[config.mk]
export PLATFORM = sky130hd
export DESIGN_NAME = cirno9_mem_arb
export DESIGN_NICKNAME = d
export VERILOG_FILES = /design/src/rtl/cirno9_mem_arb_pkg.sv /design/src/rtl/cirno9_mem_arb_rr_arb.sv /design/src/rtl/cirno9_mem_arb.sv
export SDC_FILE = /design/constraint.sdc
export NUM_CORES = 1
export LEC_CHECK = 0
export ABC_CLOCK_PERIOD_IN_PS = 4100
export CORE_AREA = 2 2 136 138
export CTS_CLUSTER_DIAMETER = 200
export DETAILED_ROUTE_END_ITERATION = 8
export DIE_AREA = 0 0 138 140
export GPL_TIMING_DRIVEN = 0
export SLEW_MARGIN = 25
export SYNTH_ARGS = -nofsm -noshare
export SYNTH_HDL_FRONTEND = slang
export SYNTH_SLANG_ARGS = --single-unit
[constraint.sdc]
create_clock -name clk -period 4.1 [get_ports clk]
set_clock_uncertainty 0.15 [all_clocks]
set_input_delay 1.025 -clock clk [delete_from_list [all_inputs] [get_ports clk]]
set_output_delay 1.025 -clock clk [all_outputs]
set_load 0.02 [all_outputs]
[src/rtl/cirno9_mem_arb_pkg.sv]
// Shared constants for the cirno9 memory-port arbiter.
// Arbitration mode selectors and the channel-count ceiling.
package cirno9_mem_arb_pkg;

    localparam int ARB_FIX       = 0;
    localparam int ARB_RR        = 1;
    localparam int MEM_ARB_MAXCH = 8;

endpackage

[src/rtl/cirno9_mem_arb_rr_arb.sv]
// Rotating-priority request picker: first requester at or after ptr wins.
// Tying ptr to zero turns it into a plain lowest-index-first arbiter.
module cirno9_rr_arb
    import cirno9_mem_arb_pkg::*;
#(
    parameter int NCH = 3
) (
    input  logic [NCH-1:0]         req,
    input  logic [$clog2(NCH)-1:0] ptr,
    output logic [NCH-1:0]         grant,
    output logic [$clog2(NCH)-1:0] idx
);

    localparam int IW = $clog2(NCH);

    logic [IW:0] k;
    logic        hit;

    // Scan NCH slots starting at ptr, wrapping past the last channel.
    always_comb begin
        grant = '0;
        idx   = '0;
        hit   = 1'b0;
        k     = '0;
        for (int i = 0; i < NCH; i++) begin
            k = {1'b0, ptr} + (IW+1)'(i);
            if (k >= (IW+1)'(NCH)) begin
                k = k - (IW+1)'(NCH);
            end
            if (!hit && req[k[IW-1:0]]) begin
                hit               = 1'b1;
                grant[k[IW-1:0]]  = 1'b1;
                idx               = k[IW-1:0];
            end
        end
    end

endmodule

[src/rtl/cirno9_mem_arb.sv]
// N-channel SRAM port arbiter with grant lock on stall and tagged read return.
// Request path is combinational; only lock, pointer and return tags are registered.
module cirno9_mem_arb
    import cirno9_mem_arb_pkg::*;
#(
    parameter int NCH      = 3,
    parameter int AW       = 32,
    parameter int DW       = 32,
    parameter int RD_LAT   = 1,
    parameter int ARB_MODE = ARB_RR
) (
    input  logic                  clk,
    input  logic                  rst_n,
    input  logic [NCH-1:0]        i_ch_val,
    output logic [NCH-1:0]        o_ch_rdy,
    input  logic [NCH*AW-1:0]     i_ch_adr,
    input  logic [NCH*DW-1:0]     i_ch_wdat,
    input  logic [NCH*DW/8-1:0]   i_ch_wen,
    input  logic [NCH-1:0]        i_ch_ren,
    output logic [NCH-1:0]        o_ch_rvld,
    output logic [DW-1:0]         o_rdat,
    output logic                  o_err,
    output logic                  o_sram_ren,
    output logic [DW/8-1:0]       o_sram_wen,
    output logic [AW-1:0]         o_adr,
    output logic [DW-1:0]         o_wdat,
    input  logic                  i_hs_ram4ls_rdy,
    input  logic [DW-1:0]         i_sram_rdat
);

    localparam int WW = DW / 8;
    localparam int IW = $clog2(NCH);

    logic [AW-1:0] ch_adr  [NCH];
    logic [DW-1:0] ch_wdat [NCH];
    logic [WW-1:0] ch_wen  [NCH];

    for (genvar c = 0; c < NCH; c++) begin : g_unpack
        assign ch_adr[c]  = i_ch_adr[c*AW +: AW];
        assign ch_wdat[c] = i_ch_wdat[c*DW +: DW];
        assign ch_wen[c]  = i_ch_wen[c*WW +: WW];
    end

    logic           lock_q;
    logic [IW-1:0]  lock_idx_q;
    logic [IW-1:0]  ptr_q;
    logic [IW-1:0]  arb_ptr;
    logic [NCH-1:0] arb_grant;
    logic [IW-1:0]  arb_idx;

    assign arb_ptr = (ARB_MODE == ARB_RR) ? ptr_q : '0;

    cirno9_rr_arb #(.NCH(NCH)) u_arb (
        .req   (i_ch_val),
        .ptr   (arb_ptr),
        .grant (arb_grant),
        .idx   (arb_idx)
    );

    logic [IW-1:0]  gnt_idx;
    logic [NCH-1:0] gnt_vec;
    logic           gnt_vld;
    logic           accept;
    logic           g_ren;
    logic [WW-1:0]  g_wen;
    logic           illegal;

    // A stalled request keeps its grant so the SRAM sees a stable payload.
    always_comb begin
        gnt_vec = arb_grant;
        gnt_idx = arb_idx;
        if (lock_q) begin
            gnt_vec             = '0;
            gnt_vec[lock_idx_q] = 1'b1;
            gnt_idx             = lock_idx_q;
        end
    end

    assign gnt_vld = rst_n & i_ch_val[gnt_idx];
    assign accept  = gnt_vld & i_hs_ram4ls_rdy;
    assign g_ren   = i_ch_ren[gnt_idx];
    assign g_wen   = ch_wen[gnt_idx];
    assign illegal = g_ren & (|g_wen);

    assign o_ch_rdy   = accept ? gnt_vec : '0;
    assign o_sram_ren = gnt_vld & g_ren & ~illegal;
    assign o_sram_wen = gnt_vld ? g_wen : '0;
    assign o_adr      = gnt_vld ? ch_adr[gnt_idx] : '0;
    assign o_wdat     = gnt_vld ? ch_wdat[gnt_idx] : '0;
    assign o_err      = accept & illegal;

    always_ff @(posedge clk or negedge rst_n) begin
        if (!rst_n) begin
            lock_q     <= 1'b0;
            lock_idx_q <= '0;
            ptr_q      <= '0;
        end else begin
            if (gnt_vld && !i_hs_ram4ls_rdy) begin
                lock_q     <= 1'b1;
                lock_idx_q <= gnt_idx;
            end else if (accept) begin
                lock_q <= 1'b0;
            end
            if (accept) begin
                ptr_q <= (gnt_idx == IW'(NCH-1)) ? '0 : gnt_idx + 1'b1;
            end
        end
    end

    logic [RD_LAT-1:0] pipe_vld;
    logic [IW-1:0]     pipe_ch [RD_LAT];

    // Tag pipe mirrors SRAM read latency; illegal requests never enter it.
    always_ff @(posedge clk or negedge rst_n) begin
        if (!rst_n) begin
            pipe_vld <= '0;
            for (int i = 0; i < RD_LAT; i++) begin
                pipe_ch[i] <= '0;
            end
        end else begin
            pipe_vld[0] <= accept & g_ren & ~illegal;
            pipe_ch[0]  <= gnt_idx;
            for (int i = 1; i < RD_LAT; i++) begin
                pipe_vld[i] <= pipe_vld[i-1];
                pipe_ch[i]  <= pipe_ch[i-1];
            end
        end
    end

    always_comb begin
        o_ch_rvld = '0;
        if (pipe_vld[RD_LAT-1]) begin
            o_ch_rvld[pipe_ch[RD_LAT-1]] = 1'b1;
        end
    end

    assign o_rdat = pipe_vld[RD_LAT-1] ? i_sram_rdat : '0;

endmodule
==> run_results.csv, run 1 <==
group,metric,value,unit
min_path,hp-class,"reg2reg",
cts,cts_tree,"yes",
detailed_routing,viasPerCell,4.38,
cts,numCtsBuffers,3,
finish,area_growth_syn_to_layout,182,%
critical_path,crit_type,"in2out",
detailed_routing,drtIter0Drc,168,
cts,htreeDepth,1,
floorplanning,initial_core_util,15.7,%
synth,ys_types,45,
synth,synth_xor_area_share,0,%
critical_path,timing.rr.start,"arb_ptr[0]",
sta,rsz0062_at_grt,"yes",
synth,netlist.area_leader.share,26.8,%
finish,drive_gt1_share,29.9,%
global_route,grt_pass1_wl,25.5,mm
floorplanning,die_w,138,um
placement,io_buffers,352,
synth,yosysWarnings,0,
floorplanning,pin_count,353,
critical_path,reg2reg_slack,1070,ps
run,drv_cap,0,
sta,hold-worst-slack,379,ps
finish,final_cell_mix,"clkdlybuf4s50_1, nor2_1, mux2i_1",
sta,finalSetupViolations,68,
floorplanning,core_region_area,17800,sq um
sta,period_minus_slack,4280,ps
sta,hold_viol,0,
synth,muxShareOfSynthArea,27.4,%
cts,cts_root_buf,"clkbuf_16",
finish,final_common_cell,"clkdlybuf4s50_1",
detailed_routing,dr.pass1.iters,4,
sta,worst_slack,-183,ps
placement,placed_area,6610,sq um
global_route,grt.overflow.total,0,
sta,final_max_slew_viol_count,0,
power_and_ir_drop,p_per_area,729,nW/um^2
power_and_ir_drop,power.leakage,3.20,nW
min_path,whs_endpoint,"lock_idx_q[0]",
power_and_ir_drop,total_power,5.75,mW
sta,fmax,233,MHz
finish,fin_nets,1083,
detailed_routing,ant_nets,0,
detailed_routing,wirelength,17.4,mm
critical_path,start_kind,"input port",
run_status,failed_checks,"setup timing",
critical_path,crit_path_start,"i_ch_val[0]",
placement,dp_hpwl,13.6,mm
cts,cts.sinks,8,
cts,cts_buffer_depth,2,
run_status,status,"complete, but fails checks",
synth,synth_compound_area_share,20.6,%
synth,syn_area_per_cell,6.36,sq um
critical_path,rr_worst_depth,13,
finish,postLayoutCellArea,7890,sq um
placement,gp_congestion,0.853,
global_route,antenna_found_initial,0,
synth,synth_ff_type,"dfrtp_1",
sta,max_slew_margin,50.8,%
global_route,grt_start_max_net_pins,14,
critical_path,critPathMaxFanout,10,
detailed_routing,dr_total_vias,4643,
synth,seq_area_frac_synth,7.16,%
synth,ys_seq_elements,8,
global_route,track_usage,16.4,%
synth,synth_top_cell_by_area,"mux2i_1",
floorplanning,rows,49,
min_path,hold_path_startpoint,"lock_idx_q[0]",
synth,synthSimpleGateAreaFrac,35.0,%
synth,synth_edf_count,0,
cts,clkLatencyLatePin,230,ps
finish,insertedDiodeCount,0,
global_route,grt_pass1_vias,4725,
synth,synth-adder-area-share,1.79,%
sta,tns,-7720,ps
synth,syn-cell-area,2800,sq um
critical_path,worstPathRequired,2920,ps
synth,synthArstFlopShare,100,%
synth,syn-num-nets,689,
power_and_ir_drop,ir_worst_vdd,0.359,mV
synth,synthTopCellsByArea,"mux2i_1, nor2_1, a21oi_1, and2_1, dfrtp_1",
synth,synth_top_family_by_area,"simple AND/OR/NAND/NOR gates",
critical_path,rr_endpoint,"lock_q",
floorplanning,die_area,19300,sq um
min_path,hold_depth,1,
synth,synth_cells,440,
critical_path,crit_arrival,3110,ps
sta,post-route-period-util,104,%
detailed_routing,drc,0,
detailed_routing,wl_per_cell,16.4,um
sta,tightest_slew,736,ps
critical_path,end_kind,"output port",
floorplanning,die_height,140,um
cts,clk_pin_slew_worst_paths,40,ps
-- synth_stat cells (6+ instances only) --
cell,count
clkbuf_1,12
mux2i_1,75
nor2_1,140
nor2b_1,6
buf_2,17
inv_1,7
and2_1,32
buf_4,6
a21oi_1,67
dfrtp_1,8
nand2_1,8
-- routing by layer --
metal	share of wire [%]	global-route usage (%)
met1	38	18.1
met4	2.0	4.89
met5	0	0
met3	6.5	3.79
met2	53	31.1
-- worst max path at each step --
| stage | cells past startpoint | slack [ps] | end |
|---|---|---|---|
| after floorplan | 9 | 30 | o_sram_wen[1] |
| after global placement | 10 | -1610 | o_err |
| after detailed placement | 10 | -1590 | o_err |
| after CTS | 12 | -160 | o_wdat[20] |
| after global routing | 14 | -290 | o_wdat[12] |
| final | 13 | -180 | o_wdat[18] |
-- layout make-up --
class | instances | area (sq um)
repair buffers | 390 | 3940
flip-flops and latches | 8 | 200
plain buffers | 36 | 412
fillers | 1779 | 9890
inverters | 7 | 28.8
multi-input cells | 388 | 2950
well taps | 229 | 287
clock buffers | 3 | 75.1
-- cells by family (layout without fill, tap and decap cells) --
logic type / count (synthesis) / after routing
AO/OA/AOI/OAI: 95 / 95
adder cells (fa/ha/maj): 4 / 4
buffers and inverters: 44 / 436
flip-flops: 8 / 8
multiplexers: 76 / 76
AND/OR/NAND/NOR: 213 / 213
-- stage by stage --
step | util, % | std cells | setup slack, ps
floorplan | - | 440 | 31.9
global placement | 37.2 | 1021 | -1610
detailed placement | 37.2 | 1021 | -1590
CTS | 41.9 | 1048 | -155
global route | 44.4 | 1061 | -288
finish | 44.4 | 1061 | -183
-- worst max-delay path, cell delays in order --
cell and delay [ps]:
buf_12 90, buf_4 110, nor2b_1 40, o211ai_1 200, o2111ai_2 160, o21a_4 290, mux2i_4 200, o2bb2ai_4 220
nand2_8 130, buf_8 220, buf_12 140, nor2_1 110, buf_4 150
-- flip-flops by register name (all words and copies together) (netlist names) --
signal,cells
arb_ptr,2
pipe_vld,1
lock_idx_q,2
pipe_ch,2
lock_q,1
-- what timing repair did --
item / 4_1_cts / 5_1_grt
setup buffers: 21 / 12
gates resized for setup: 508 / 124
gates cloned: 4 / 1
hold endpoints to repair: 0 / 0
hold buffers: 0 / 0
pin swaps: 24 / 19
endpoints found under the setup margin: 73 / 73
-- power by group --
part	internal (mW)	total [mW]	switching [mW]
Combinational	2.59	5.44	2.86
Clock	0.126	0.163	0.0376
Sequential	0.114	0.140	0.0263
Total	2.83	5.75	2.92
Note: power is estimated with default switching activity, not from simulation.
==> run 2, diff against run 1 <==
Settings changed: REMOVE_ABC_BUFFERS from default to 1.
==> run_results.csv, run 2 (same netlist as run 1, synthesis figures left out) <==
group,metric,value,unit
min_path,hold_path_startpoint,"lock_idx_q[0]",
cts,numCtsBuffers,3,
floorplanning,rows,49,
detailed_routing,drc,0,
detailed_routing,drtIter0Drc,95,
critical_path,timing.rr.start,"arb_ptr[0]",
sta,worst_slack,-258,ps
critical_path,worstPathRequired,2920,ps
critical_path,reg2reg_slack,1080,ps
global_route,grt_pass1_vias,4646,
sta,final_max_slew_viol_count,0,
run,drv_cap,0,
power_and_ir_drop,power.leakage,3.26,nW
detailed_routing,dr_total_vias,4605,
detailed_routing,wl_per_cell,17.4,um
global_route,grt.overflow.total,0,
placement,io_buffers,352,
finish,regArea,200,sq um
power_and_ir_drop,p_per_area,788,nW/um^2
global_route,grt_start_max_net_pins,37,
detailed_routing,wirelength,18.3,mm
finish,final_cell_mix,"clkdlybuf4s50_1, nor2_1, mux2i_1",
cts,htreeDepth,1,
sta,post-route-period-util,106,%
cts,cts_hold_buf,0,
min_path,whs_endpoint,"lock_idx_q[0]",
critical_path,start_kind,"input port",
placement,placed_cells,990,
sta,max_slew_margin,53.8,%
finish,area_growth_syn_to_layout,192,%
power_and_ir_drop,total_power,6.43,mW
global_route,antenna_found_initial,0,
critical_path,critPathMaxFanout,6,
finish,drive_gt1_share,29.7,%
finish,postLayoutCellArea,8160,sq um
cts,clk_pin_slew_worst_paths,40,ps
placement,dp_hpwl,12.2,mm
finish,multiInputGateArea,3090,sq um
sta,tightest_slew,693,ps
sta,hold_viol,0,
critical_path,end_kind,"output port",
critical_path,rr_endpoint,"lock_q",
critical_path,rr_worst_depth,14,
cts,clkLatencyLatePin,230,ps
placement,placed_area,6560,sq um
run_status,status,"complete, but fails checks",
floorplanning,die_w,138,um
run_status,failed_checks,"setup timing",
cts,cts.sinks,8,
placement,dp_slack,-2310,ps
finish,fin_nets,1073,
detailed_routing,viasPerCell,4.38,
sta,tns,-12500,ps
sta,period_minus_slack,4360,ps
floorplanning,initial_core_util,15.7,%
global_route,grt_pass1_wl,27.1,mm
cts,cts_tree,"yes",
floorplanning,die_height,140,um
finish,instances_no_fill,1051,
floorplanning,die_area,19300,sq um
detailed_routing,dr.pass1.iters,6,
placement,gp_congestion,0.777,
min_path,hold_depth,1,
critical_path,crit_type,"in2out",
sta,fmax,229,MHz
min_path,hp-class,"reg2reg",
finish,n_fill_cell,1763,
sta,finalSetupViolations,71,
finish,final_common_cell,"clkdlybuf4s50_1",
cts,cts_buffer_depth,2,
sta,rsz0062_at_grt,"yes",
critical_path,crit_arrival,3180,ps
cts,cts_root_buf,"clkbuf_16",
detailed_routing,ant_nets,0,
floorplanning,pin_count,353,
finish,insertedDiodeCount,0,
global_route,track_usage,17.7,%
floorplanning,core_region_area,17800,sq um
power_and_ir_drop,ir_worst_vdd,0.453,mV
run 2: cell types whose count changed in the layout (fill, tap and decap cells not counted), sizes merged:
cell | before | now
buf | 128 | 131
bufbuf | 2 | 3
bufinv | 0 | 1
clkbuf | 14 | 6
clkdlybuf4s15 | 9 | 0
clkdlybuf4s50 | 276 | 275
nand2 | 9 | 12
run 2: worst max path at each step:
stage	start	end	slack (ps)	cells past startpoint
6_report	i_ch_val[0]	o_sram_wen[1]	-260	13
5_1_grt	i_ch_val[0]	o_err	-330	13
4_1_cts	i_ch_val[0]	o_sram_wen[1]	-300	13
3_5_place_dp	i_ch_val[2]	o_wdat[16]	-2310	11
3_3_place_gp	i_ch_val[2]	o_sram_wen[1]	-6030	10
2_1_floorplan	i_ch_val[1]	o_sram_wen[1]	-3060	8
run 2: metrics by stage:
step | utilization [%] | hold slack (ps)
6_report | 45.9 | 418
5_1_grt | 45.9 | 449
4_1_cts | 44.2 | 410
3_5_place_dp | 36.9 | 403
3_3_place_gp | 36.0 | 389
2_1_floorplan | - | 341
run 2: metal layers:
metal | vias to the layer above | share of wire [%] | global-route usage (%)
met5 | - | 0 | 0
met2 | 222 | 54 | 33.8
met1 | 2087 | 39 | 20.2
met3 | 16 | 6.3 | 4.00
met4 | 0 | 1.2 | 3.11
li1 | 2280 | - | -
run 2: area by class of cell:
type	count	area share, %
Clock buffer	3	0.920
Inverter	7	0.644
Multi-Input combinational cell	391	37.8
Sequential cell	8	2.45
Tap cell	229	3.51
Timing Repair Buffer	412	54.6
Timing Repair inverter	1	0.107
run 2: power by group:
part | internal [mW] | total [mW] | leakage [nW] | switching [mW]
Clock | 0.126 | 0.163 | 0.0370 | 0.0370
Sequential | 0.114 | 0.160 | 0.100 | 0.0459
Combinational | 2.98 | 6.11 | 3.13 | 3.13
Total | 3.22 | 6.43 | 3.26 | 3.22
run 2: timing repair:
action,in CTS,in global routing
pin swaps,66,27
cloned,14,2
setup buffers,29,16
hold endpoints to repair,0,0
resized for setup,560,81
endpoints found under the setup margin,77,73
run 2: critical path, stage by stage:
cell	delay, ps
buf_12	110
mux2_4	280
mux2i_4	160
nor3_2	70
o21a_4	220
buf_12	130
mux2i_4	190
o2bb2ai_4	210
buf_12	140
nand2_8	90
buf_16	210
a211oi_2	150
buf_4	170
